--- src/rtl/mem_port_arbiter.sv ---
// Arbitrates the shared instruction/data memory port between boot loader, fetch and data ports.
// Each access runs IDLE -> ACCESS -> DONE; ld owns the port during boot, otherwise if/dm round-robin.
module mem_port_arbiter #(
  parameter int unsigned ADDR_BITS = 8,
  parameter int unsigned DATA_W    = 32
) (
  input  logic              clk,
  input  logic              reset,
  input  logic              boot,
  input  logic              ld_req,
  input  logic              ld_we,
  input  logic [31:0]       ld_addr,
  input  logic [DATA_W-1:0] ld_wdata,
  output logic              ld_done,
  output logic              ld_err,
  output logic [DATA_W-1:0] ld_rdata,
  input  logic              if_req,
  input  logic              if_we,
  input  logic [31:0]       if_addr,
  input  logic [DATA_W-1:0] if_wdata,
  output logic              if_done,
  output logic              if_err,
  output logic [DATA_W-1:0] if_rdata,
  input  logic              dm_req,
  input  logic              dm_we,
  input  logic [31:0]       dm_addr,
  input  logic [DATA_W-1:0] dm_wdata,
  output logic              dm_done,
  output logic              dm_err,
  output logic [DATA_W-1:0] dm_rdata,
  output logic [31:0]       mem_addr,
  output logic [DATA_W-1:0] mem_wdata,
  output logic              mem_read,
  output logic              mem_write,
  input  logic [DATA_W-1:0] mem_rdata
);

  typedef enum logic [1:0] {S_IDLE, S_ACCESS, S_DONE} state_t;
  typedef enum logic [1:0] {ID_LD, ID_IF, ID_DM} id_t;

  state_t            state, state_nx;
  id_t               grant_id, id_q;
  logic              grant_vld;
  logic              sel_we, we_q;
  logic [31:0]       sel_addr, addr_q;
  logic [DATA_W-1:0] sel_wdata, wdata_q;
  logic              rr_last_dm;
  logic              ok;

  // Word aligned and inside the 4<<ADDR_BITS byte window
  assign ok = (addr_q[1:0] == 2'b00) && (addr_q[31:ADDR_BITS+2] == '0);

  assign mem_addr  = addr_q;
  assign mem_wdata = wdata_q;

  always_ff @(posedge clk or posedge reset) begin
    if (reset) state <= S_IDLE;
    else       state <= state_nx;
  end

  // Selection only happens in IDLE; a tie goes to whichever of if/dm was not served last
  always_comb begin
    state_nx  = state;
    grant_vld = 1'b0;
    grant_id  = ID_LD;
    unique case (state)
      S_IDLE: begin
        if (boot) begin
          if (ld_req) begin
            grant_vld = 1'b1;
            grant_id  = ID_LD;
          end
        end else if (if_req && dm_req) begin
          grant_vld = 1'b1;
          grant_id  = rr_last_dm ? ID_IF : ID_DM;
        end else if (if_req) begin
          grant_vld = 1'b1;
          grant_id  = ID_IF;
        end else if (dm_req) begin
          grant_vld = 1'b1;
          grant_id  = ID_DM;
        end
        if (grant_vld) state_nx = S_ACCESS;
      end
      S_ACCESS: state_nx = S_DONE;
      S_DONE:   state_nx = S_IDLE;
      default:  state_nx = S_IDLE;
    endcase
  end

  always_comb begin
    sel_we    = ld_we;
    sel_addr  = ld_addr;
    sel_wdata = ld_wdata;
    case (grant_id)
      ID_IF: begin
        sel_we    = if_we;
        sel_addr  = if_addr;
        sel_wdata = if_wdata;
      end
      ID_DM: begin
        sel_we    = dm_we;
        sel_addr  = dm_addr;
        sel_wdata = dm_wdata;
      end
      default: ;
    endcase
  end

  always_ff @(posedge clk or posedge reset) begin
    if (reset) begin
      id_q       <= ID_LD;
      we_q       <= 1'b0;
      addr_q     <= '0;
      wdata_q    <= '0;
      rr_last_dm <= 1'b1;
    end else begin
      if (grant_vld) begin
        id_q    <= grant_id;
        we_q    <= sel_we;
        addr_q  <= sel_addr;
        wdata_q <= sel_wdata;
      end
      if (state == S_DONE && id_q != ID_LD) rr_last_dm <= (id_q == ID_DM);
    end
  end

  // Read data lands in the owner's register at the edge closing ACCESS
  always_ff @(posedge clk or posedge reset) begin
    if (reset) begin
      ld_rdata <= '0;
      if_rdata <= '0;
      dm_rdata <= '0;
    end else if (state == S_ACCESS && !we_q && ok) begin
      case (id_q)
        ID_LD:   ld_rdata <= mem_rdata;
        ID_IF:   if_rdata <= mem_rdata;
        ID_DM:   dm_rdata <= mem_rdata;
        default: ;
      endcase
    end
  end

  // Memory strobes and completion flags depend only on state and latched registers
  always_comb begin
    mem_read  = 1'b0;
    mem_write = 1'b0;
    ld_done   = 1'b0;
    ld_err    = 1'b0;
    if_done   = 1'b0;
    if_err    = 1'b0;
    dm_done   = 1'b0;
    dm_err    = 1'b0;
    if (state == S_ACCESS) begin
      mem_read  = ~we_q & ok;
      mem_write = we_q & ok;
    end
    if (state == S_DONE) begin
      case (id_q)
        ID_LD: begin
          ld_done = 1'b1;
          ld_err  = ~ok;
        end
        ID_IF: begin
          if_done = 1'b1;
          if_err  = ~ok;
        end
        ID_DM: begin
          dm_done = 1'b1;
          dm_err  = ~ok;
        end
        default: ;
      endcase
    end
  end

endmodule

--- config.mk ---
export PLATFORM = sky130hd
export DESIGN_NAME = mem_port_arbiter
export DESIGN_NICKNAME = d
export VERILOG_FILES = /design/src/rtl/mem_port_arbiter.sv
export SDC_FILE = /design/constraint.sdc
export NUM_CORES = 1
export LEC_CHECK = 0
export CAP_MARGIN = 25
export CORE_AREA = 2 2 157 159
export DETAILED_ROUTE_END_ITERATION = 8
export DIE_AREA = 0 0 159 161
export PLACE_DENSITY = 0.69
export SYNTH_ARGS = -nofsm -noshare
export SYNTH_HDL_FRONTEND = slang
export SYNTH_SLANG_ARGS = --single-unit
--- constraint.sdc ---
create_clock -name clk -period 4.7 [get_ports clk]
set_clock_uncertainty 0.2 [all_clocks]
set_input_delay 0.47 -clock clk [delete_from_list [all_inputs] [get_ports clk]]
set_output_delay 0.47 -clock clk [all_outputs]
set_load 0.005 [all_outputs]
==> metrics.md, run 1 <==
| Metric | Value |
|---|---|
| Placed cell area | 11,800 sq um |
| Post-Synth Simple-Gate Area | 0.0976 |
| Worst R2R Setup Slack | approximately 1.6 ns |
| Clk slew on worst S/H paths | roughly 0.070 ns |
| Number of I/O port buffers | 400 |
| Slowest cell on crit path | clkdlybuf4s50_1 |
| CP required | 4.03 ns |
| Compound-gate portion of the synthesized area | 0.153 |
| Clock latency on the worst-skew pair | 0.42 ns |
| Vias in the first global route | 6,607 |
| Fin util | 0.518 |
| DR WL met3 | between 1 and 1.5 mm |
| Metal2 WL | approximately 12 mm |
| Fmax | around 0.29 GHz |
| Global-route wire length before repair | 37.0 mm |
| Post-synthesis cell area | 7500 sq um |
| First-pass DRT Iterations | 4 |
| Worst-path cell chain | nor4_2 -> nand4_1 -> nor2_1 -> and3_1 -> clkdlybuf4s50_1 |
| Diodes inserted | 0 |
| Total clock sinks | approximately 170 |
| Mux cell area share after synthesis | 0.159 |
| Clock tree buffer depth | 2 |
| Area fraction of the dominant cell type after synthesis | 0.551 |
| Dpl cells | 1,365 |
| Post-cts sizing count | 0 |
| Main combinational cell family by area after synthesis | multiplexers |
| DP HPWL | around 18 mm |
| Initial Utilization | 0.313 |
| Top post-synthesis cells by area | dfrtp_1 (55%), mux2_2 (9.0%), a22oi_1 (6.5%) |
| Final WL | between 20 and 25 mm |
| CORE AREA | 24,000 sq um |
| Gr ovfl total | 0 |
| Uppermost layer routed | met4 |
| H-tree levels | 4 |
| WS Path Type | flip-flop to output port |
| Synth warnings | 0 |
| CTS Root Cell | clkbuf_16 |
| Total of max-cap violations | 0 |
| Nets | 1,295 |
| Drt drc | 0 |
| CP max FO | 5 |
| Post-layout min period | approximately 3.5 ns |
| Final hold vios | 0 |
| Finished Layout Cells | 1,397 |
| Via count | 6,587 |
| Die area | around 26,000 sq um |
| P_leak | between 5 and 6 nW |
| Die Ht | 161 um |
| Synth Net Count | just over 900 |
| CP top delay family | simple AND/OR/NAND/NOR gates |
| Worst setup SP type | flip-flop |
| Power Density | slightly above 400 nW/um^2 |
| Starting DRT DRC Count | 290 |
| Syn avg cell area | 10.9 sq um |
| Sum Neg Setup Slack | 0 ns |
| Hold buffers post-CTS | 0 |
| Met1 WL | 10.1 mm |
| DIE WIDTH | around 160 um |
| Total Routing Usage GR | 0.186 |
| Vias/cell | 4.72 |
| Register area share after synthesis | 0.554 |
| Crit path buf inv count | 1 |
| Post-synth cell types | 27 |
| Adder-cell area share of the yosys netlist | 0.00334 |
| Worst-Margin Slew | 0.889 ns |
| Placer Congestion | 0.805 |
| Largest net degree at the start of global routing | 167 |
| Share of cells above drive strength 1 | 0.130 |
| Most frequent cells in the layout | clkdlybuf4s50_1 (400), dfrtp_1 (165), nand2_1 (71) |
| Hold Crit Class | flip-flop to flip-flop |
| Area Growth Syn to Fin | 65.4% |
| Hold slack | 0.279 ns |
| Xor/xnor share of the synthesized area | 0 |
| Pins over their slew limit | 0 |
| Synth area leader | dfrtp_1 |
| Commonest non-fill, non-tap cell in the layout | clkdlybuf4s50_1 |
| Worst Path Arrival | 2.82 ns |
| CP Capture Type | output port |
| Crit share post-route | 0.742 |
| Initial antenna violation count | 0 |
| Post-layout instance area | around 12,000 sq um |
| Ports | about 400 |
| Cts bufs inserted | 17 |
| Site Rows | 57 |
| Post-synthesis cell count | 687 |
| Max VDD drop | roughly 0.21 mV |
| CTS tree | built |
| Relative slew margins | 0.408 |
| RSZ-0062 raised after global routing | no |
| Routed len/inst | about 17 um |
| Routed Antenna Nets | 0 |
| Setup Fix Bufs, Post-CTS | 0 |
| Final Setup Violations | 0 |
| Status | completed |
| Max stage delay on crit path | 0.54 ns |
| Post-synthesis register bit count | 166 |
==> cell families after synthesis <==
kind of cell             after synthesis
AO/OA/AOI/OAI                        197
AND/OR/NAND/NOR                      169
flip-flops                           166
multiplexers                          96
buffers and inverters                 57
adder cells (fa/ha/maj)                2
==> state kept, by name, indices dropped and copies added, names as in the netlist <==
name	cells
state	2
mem_wdata	32
ld_rdata	32
mem_addr	32
id_q	2
if_rdata	32
dm_rdata	32
we_q	1
rr_last_dm	1
==> per-layer routing <==
layer / GRT usage / vias up
met5: 0 / -
met4: 0.0570 / 0
met3: 0.0421 / 24
met2: 0.325 / 279
met1: 0.229 / 3101
li1: - / 3183
==> power breakdown <==
part | switching, mW | total [mW] | leakage, nW | internal [mW]
Clock | 0.669 | 1.40 | 0.289 | 0.729
Sequential | 0.211 | 1.94 | 2.14 | 1.73
Combinational | 0.839 | 1.78 | 2.79 | 0.941
Total | 1.72 | 5.12 | 5.22 | 3.40
==> cell usage after synthesis <==
library cell / number
nor3_1: 5
inv_1: 4
or4_1: 1
buf_6: 3
mux2_2: 60
buf_1: 7
dfrtp_1: 165
mux2_1: 6
nor2b_1: 5
nor4_2: 4
nor3b_1: 1
nand2_1: 71
nand2b_1: 5
ha_1: 2
clkbuf_1: 36
a22oi_1: 65
mux2_4: 30
buf_2: 7
nand4_1: 1
or4b_1: 1
and3_1: 1
nor2_1: 68
o21ai_0: 65
a21oi_1: 67
nor4_1: 4
dfstp_2: 1
nand3_1: 2
==> tightest hold or removal path: stages, from the launching register on <==
cell	delay, ns
dfrtp_1	0.34
nand2_1	0.05
o21ai_0	0.06
==> cell type report <==
class | instances | area, sq um
inverters | 4 | 18.8
fillers | 2211 | 11600
well taps | 324 | 405
flip-flops and latches | 166 | 4160
clock inverters | 14 | 156
multi-input cells | 464 | 3140
repair buffers | 407 | 4090
clock buffers | 18 | 439
==> path summary, 6_finish.rpt <==
kind | endpoint | start | depth (start not counted)
worst max-delay path | mem_write | mem_addr[27]$_DFFE_PP0P_ | 5
worst min-delay path | mem_wdata[24]$_DFFE_PP0P_ | mem_wdata[24]$_DFFE_PP0P_ | 2
max in group asynchronous | if_rdata[19]$_DFFE_PP0P_ | reset | 3
min in group asynchronous | we_q$_DFFE_PP0P_ | reset | 3
worst min register to register | mem_wdata[24]$_DFFE_PP0P_ | mem_wdata[24]$_DFFE_PP0P_ | 2
worst max register to register | ld_rdata[31]$_DFFE_PP0P_ | mem_addr[27]$_DFFE_PP0P_ | 5
==> stage by stage <==
step / worst slack, ns / power, mW
floorplan: 1.92 / 2.71
global placement: 1.47 / 3.76
detailed placement: 1.45 / 3.79
CTS: 1.07 / 5.20
global route: 0.994 / 5.45
finish: 1.21 / 5.12
No activity file was read; power rests on OpenSTA's default activity.
==> run 2: changes to the inputs <==
==> constraint.sdc (replaced) <==
create_clock -name clk -period 3.1 [get_ports clk]
set_clock_uncertainty 0.2 [all_clocks]
set_input_delay 0.31 -clock clk [delete_from_list [all_inputs] [get_ports clk]]
set_output_delay 0.31 -clock clk [all_outputs]
set_load 0.005 [all_outputs]
==> run 2 against run 1 <==
Die area unchanged. Cell area up 1.3%. Flip-flop and latch count unchanged. Sequential share of layout area down 0.41 points. Largest cell class is now buffers. Sequential power up 54%.
==> metrics.md, run 2 (synthesis results as in run 1) <==
| Metric | Value |
|---|---|
| Die Ht | 161 um |
| Starting DRT DRC Count | 312 |
| Worst-path cell chain | nor4_1 -> nand2_1 -> nor2_1 -> buf_4 -> nor3_1 -> clkdlybuf4s50_1 |
| Vias/cell | 4.72 |
| Routed Antenna Nets | 0 |
| Max stage delay on crit path | 0.49 ns |
| Power Density | between 600 and 700 nW/um^2 |
| Number of I/O port buffers | 400 |
| Site Rows | 57 |
| Diodes inserted | 0 |
| RSZ-0062 raised after global routing | no |
| Area Growth Syn to Fin | 67.5% |
| Total of max-cap violations | 0 |
| Crit path buf inv count | 2 |
| Sum Neg Setup Slack | 0 ns |
| Clock latency on the worst-skew pair | 0.42 ns |
| Cts bufs inserted | 17 |
| Relative slew margins | 0.488 |
| Finished Layout Cells | 1,404 |
| Total Routing Usage GR | 0.188 |
| Final WL | 24.3 mm |
| Clock tree buffer depth | 2 |
| First-pass DRT Iterations | 4 |
| Commonest non-fill, non-tap cell in the layout | clkdlybuf4s50_1 |
| Dpl cells | 1,370 |
| CORE AREA | 24,000 sq um |
| Final hold vios | 0 |
| Worst-Margin Slew | ~0.77 ns |
| DP HPWL | 18.1 mm |
| Hold Crit Class | input port to asynchronous set/reset pin |
| Max VDD drop | approximately 0.34 mV |
| Post-layout instance area | roughly 13,000 sq um |
| Status | completed |
| Share of cells above drive strength 1 | 0.136 |
| DIE WIDTH | 159 um |
| Largest net degree at the start of global routing | 134 |
| Overall power | 7.85 mW |
| Initial Utilization | 0.313 |
| Fill cells | 2,168 |
| Initial antenna violation count | 0 |
| WS Path Type | flip-flop to output port |
| Via count | 6,625 |
| Final Setup Violations | 0 |
| Drt drc | 0 |
| CP max FO | 5 |
| Most frequent cells in the layout | clkdlybuf4s50_1 (399), dfrtp_1 (164), nand2_1 (71) |
| H-tree levels | 4 |
| Placed cell area | 11,900 sq um |
| Clk slew on worst S/H paths | 0.07 ns |
| Post-layout min period | 2.92 ns |
| Routed len/inst | about 17 um |
| Pins over their slew limit | 0 |
| CTS tree | built |
| Die area | 25,600 sq um |
| Total clock sinks | 166 |
| P_leak | roughly 5.3 nW |
| CTS Root Cell | clkbuf_16 |
| Vias in the first global route | 6,651 |
| CP Capture Type | output port |
| Nets | ~1,300 |
| Placer Congestion | 0.776 |
| CP required | 2.59 ns |
| CP top delay family | simple AND/OR/NAND/NOR gates |
| Crit share post-route | 0.943 |
| Ports | between 400 and 500 |
| Fmax | 0.342 GHz |
| Worst setup SP type | flip-flop |
| Gr ovfl total | 0 |
| Global-route wire length before repair | roughly 38 mm |
| Worst Path Arrival | 2.41 ns |
| Slowest cell on crit path | clkdlybuf4s50_1 |
run 2: changes by cell type in the layout (fill, tap and decap cells not counted), moves of 2 or more:
| cell | previous run | this run |
|---|---|---|
| buf_12 | 3 | 9 |
| nor4_4 | 2 | 5 |
| nor4_2 | 2 | 0 |
| clkinv_4 | 3 | 5 |
run 2: worst reg2reg max path, cell delays in order (launching register included):
cell	delay, ns
dfrtp_1	0.41
nor4_1	0.42
nand2_1	0.29
or4b_2	0.74
buf_12	0.22
mux2_1	0.35
run 2: worst paths after layout:
kind / startpoint / to / slack, ns / cells past startpoint
setup / recovery: mem_addr[13]$_DFFE_PP0P_ / if_err / 0.18 / 6
max in group asynchronous: reset / mem_wdata[10]$_DFFE_PP0P_ / 1.75 / 3
hold / removal: reset / dm_rdata[23]$_DFFE_PP0P_ / 0.10 / 2
setup reg to reg: mem_addr[13]$_DFFE_PP0P_ / ld_rdata[31]$_DFFE_PP0P_ / 0.34 / 5
min in group clk: mem_addr[8]$_DFFE_PP0P_ / mem_addr[8]$_DFFE_PP0P_ / 0.28 / 2
hold reg to reg: mem_addr[8]$_DFFE_PP0P_ / mem_addr[8]$_DFFE_PP0P_ / 0.28 / 2
run 2: layer usage:
layer	track usage	up-vias	routed length (um)
met1	0.233	3114	10500
met3	0.0411	21	1390
met2	0.331	278	12100
met5	0	-	0
li1	-	3212	-
met4	0.0554	0	402
run 2: area by class of cell:
cell class	instances	area, sq um	area share
clock buffers	18	429	0.0342
clock inverters	14	158	0.0125
inverters	4	18.8	0.00149
multi-input cells	464	3170	0.252
flip-flops and latches	166	4160	0.331
well taps	324	405	0.0323
repair buffers	414	4230	0.337
run 2: per-stage QoR:
stage | utilization | hold WS [ns] | setup WS, ns
after floorplan | - | 0.242 | 0.478
after global placement | 0.497 | 0.261 | 0.297
after detailed placement | 0.497 | 0.269 | 0.228
after CTS | 0.523 | 0.0988 | 0.0296
after global routing | 0.524 | 0.129 | 0.0695
final | 0.524 | 0.103 | 0.176
run 2: timing repair:
action / in CTS / in global routing
pin swaps: 0 / 2
hold buffers: 0 / 0
buffers inserted: 0 / 2
setup endpoints to repair: 2 / 1
resized for setup: 2 / 5
run 2: where the power goes:
group | total [mW] | internal, mW | leakage (nW) | switching [mW]
logic | 2.79 | 1.49 | 2.88 | 1.30
registers | 2.98 | 2.62 | 2.14 | 0.352
clock network | 2.08 | 1.08 | 0.287 | 1.00
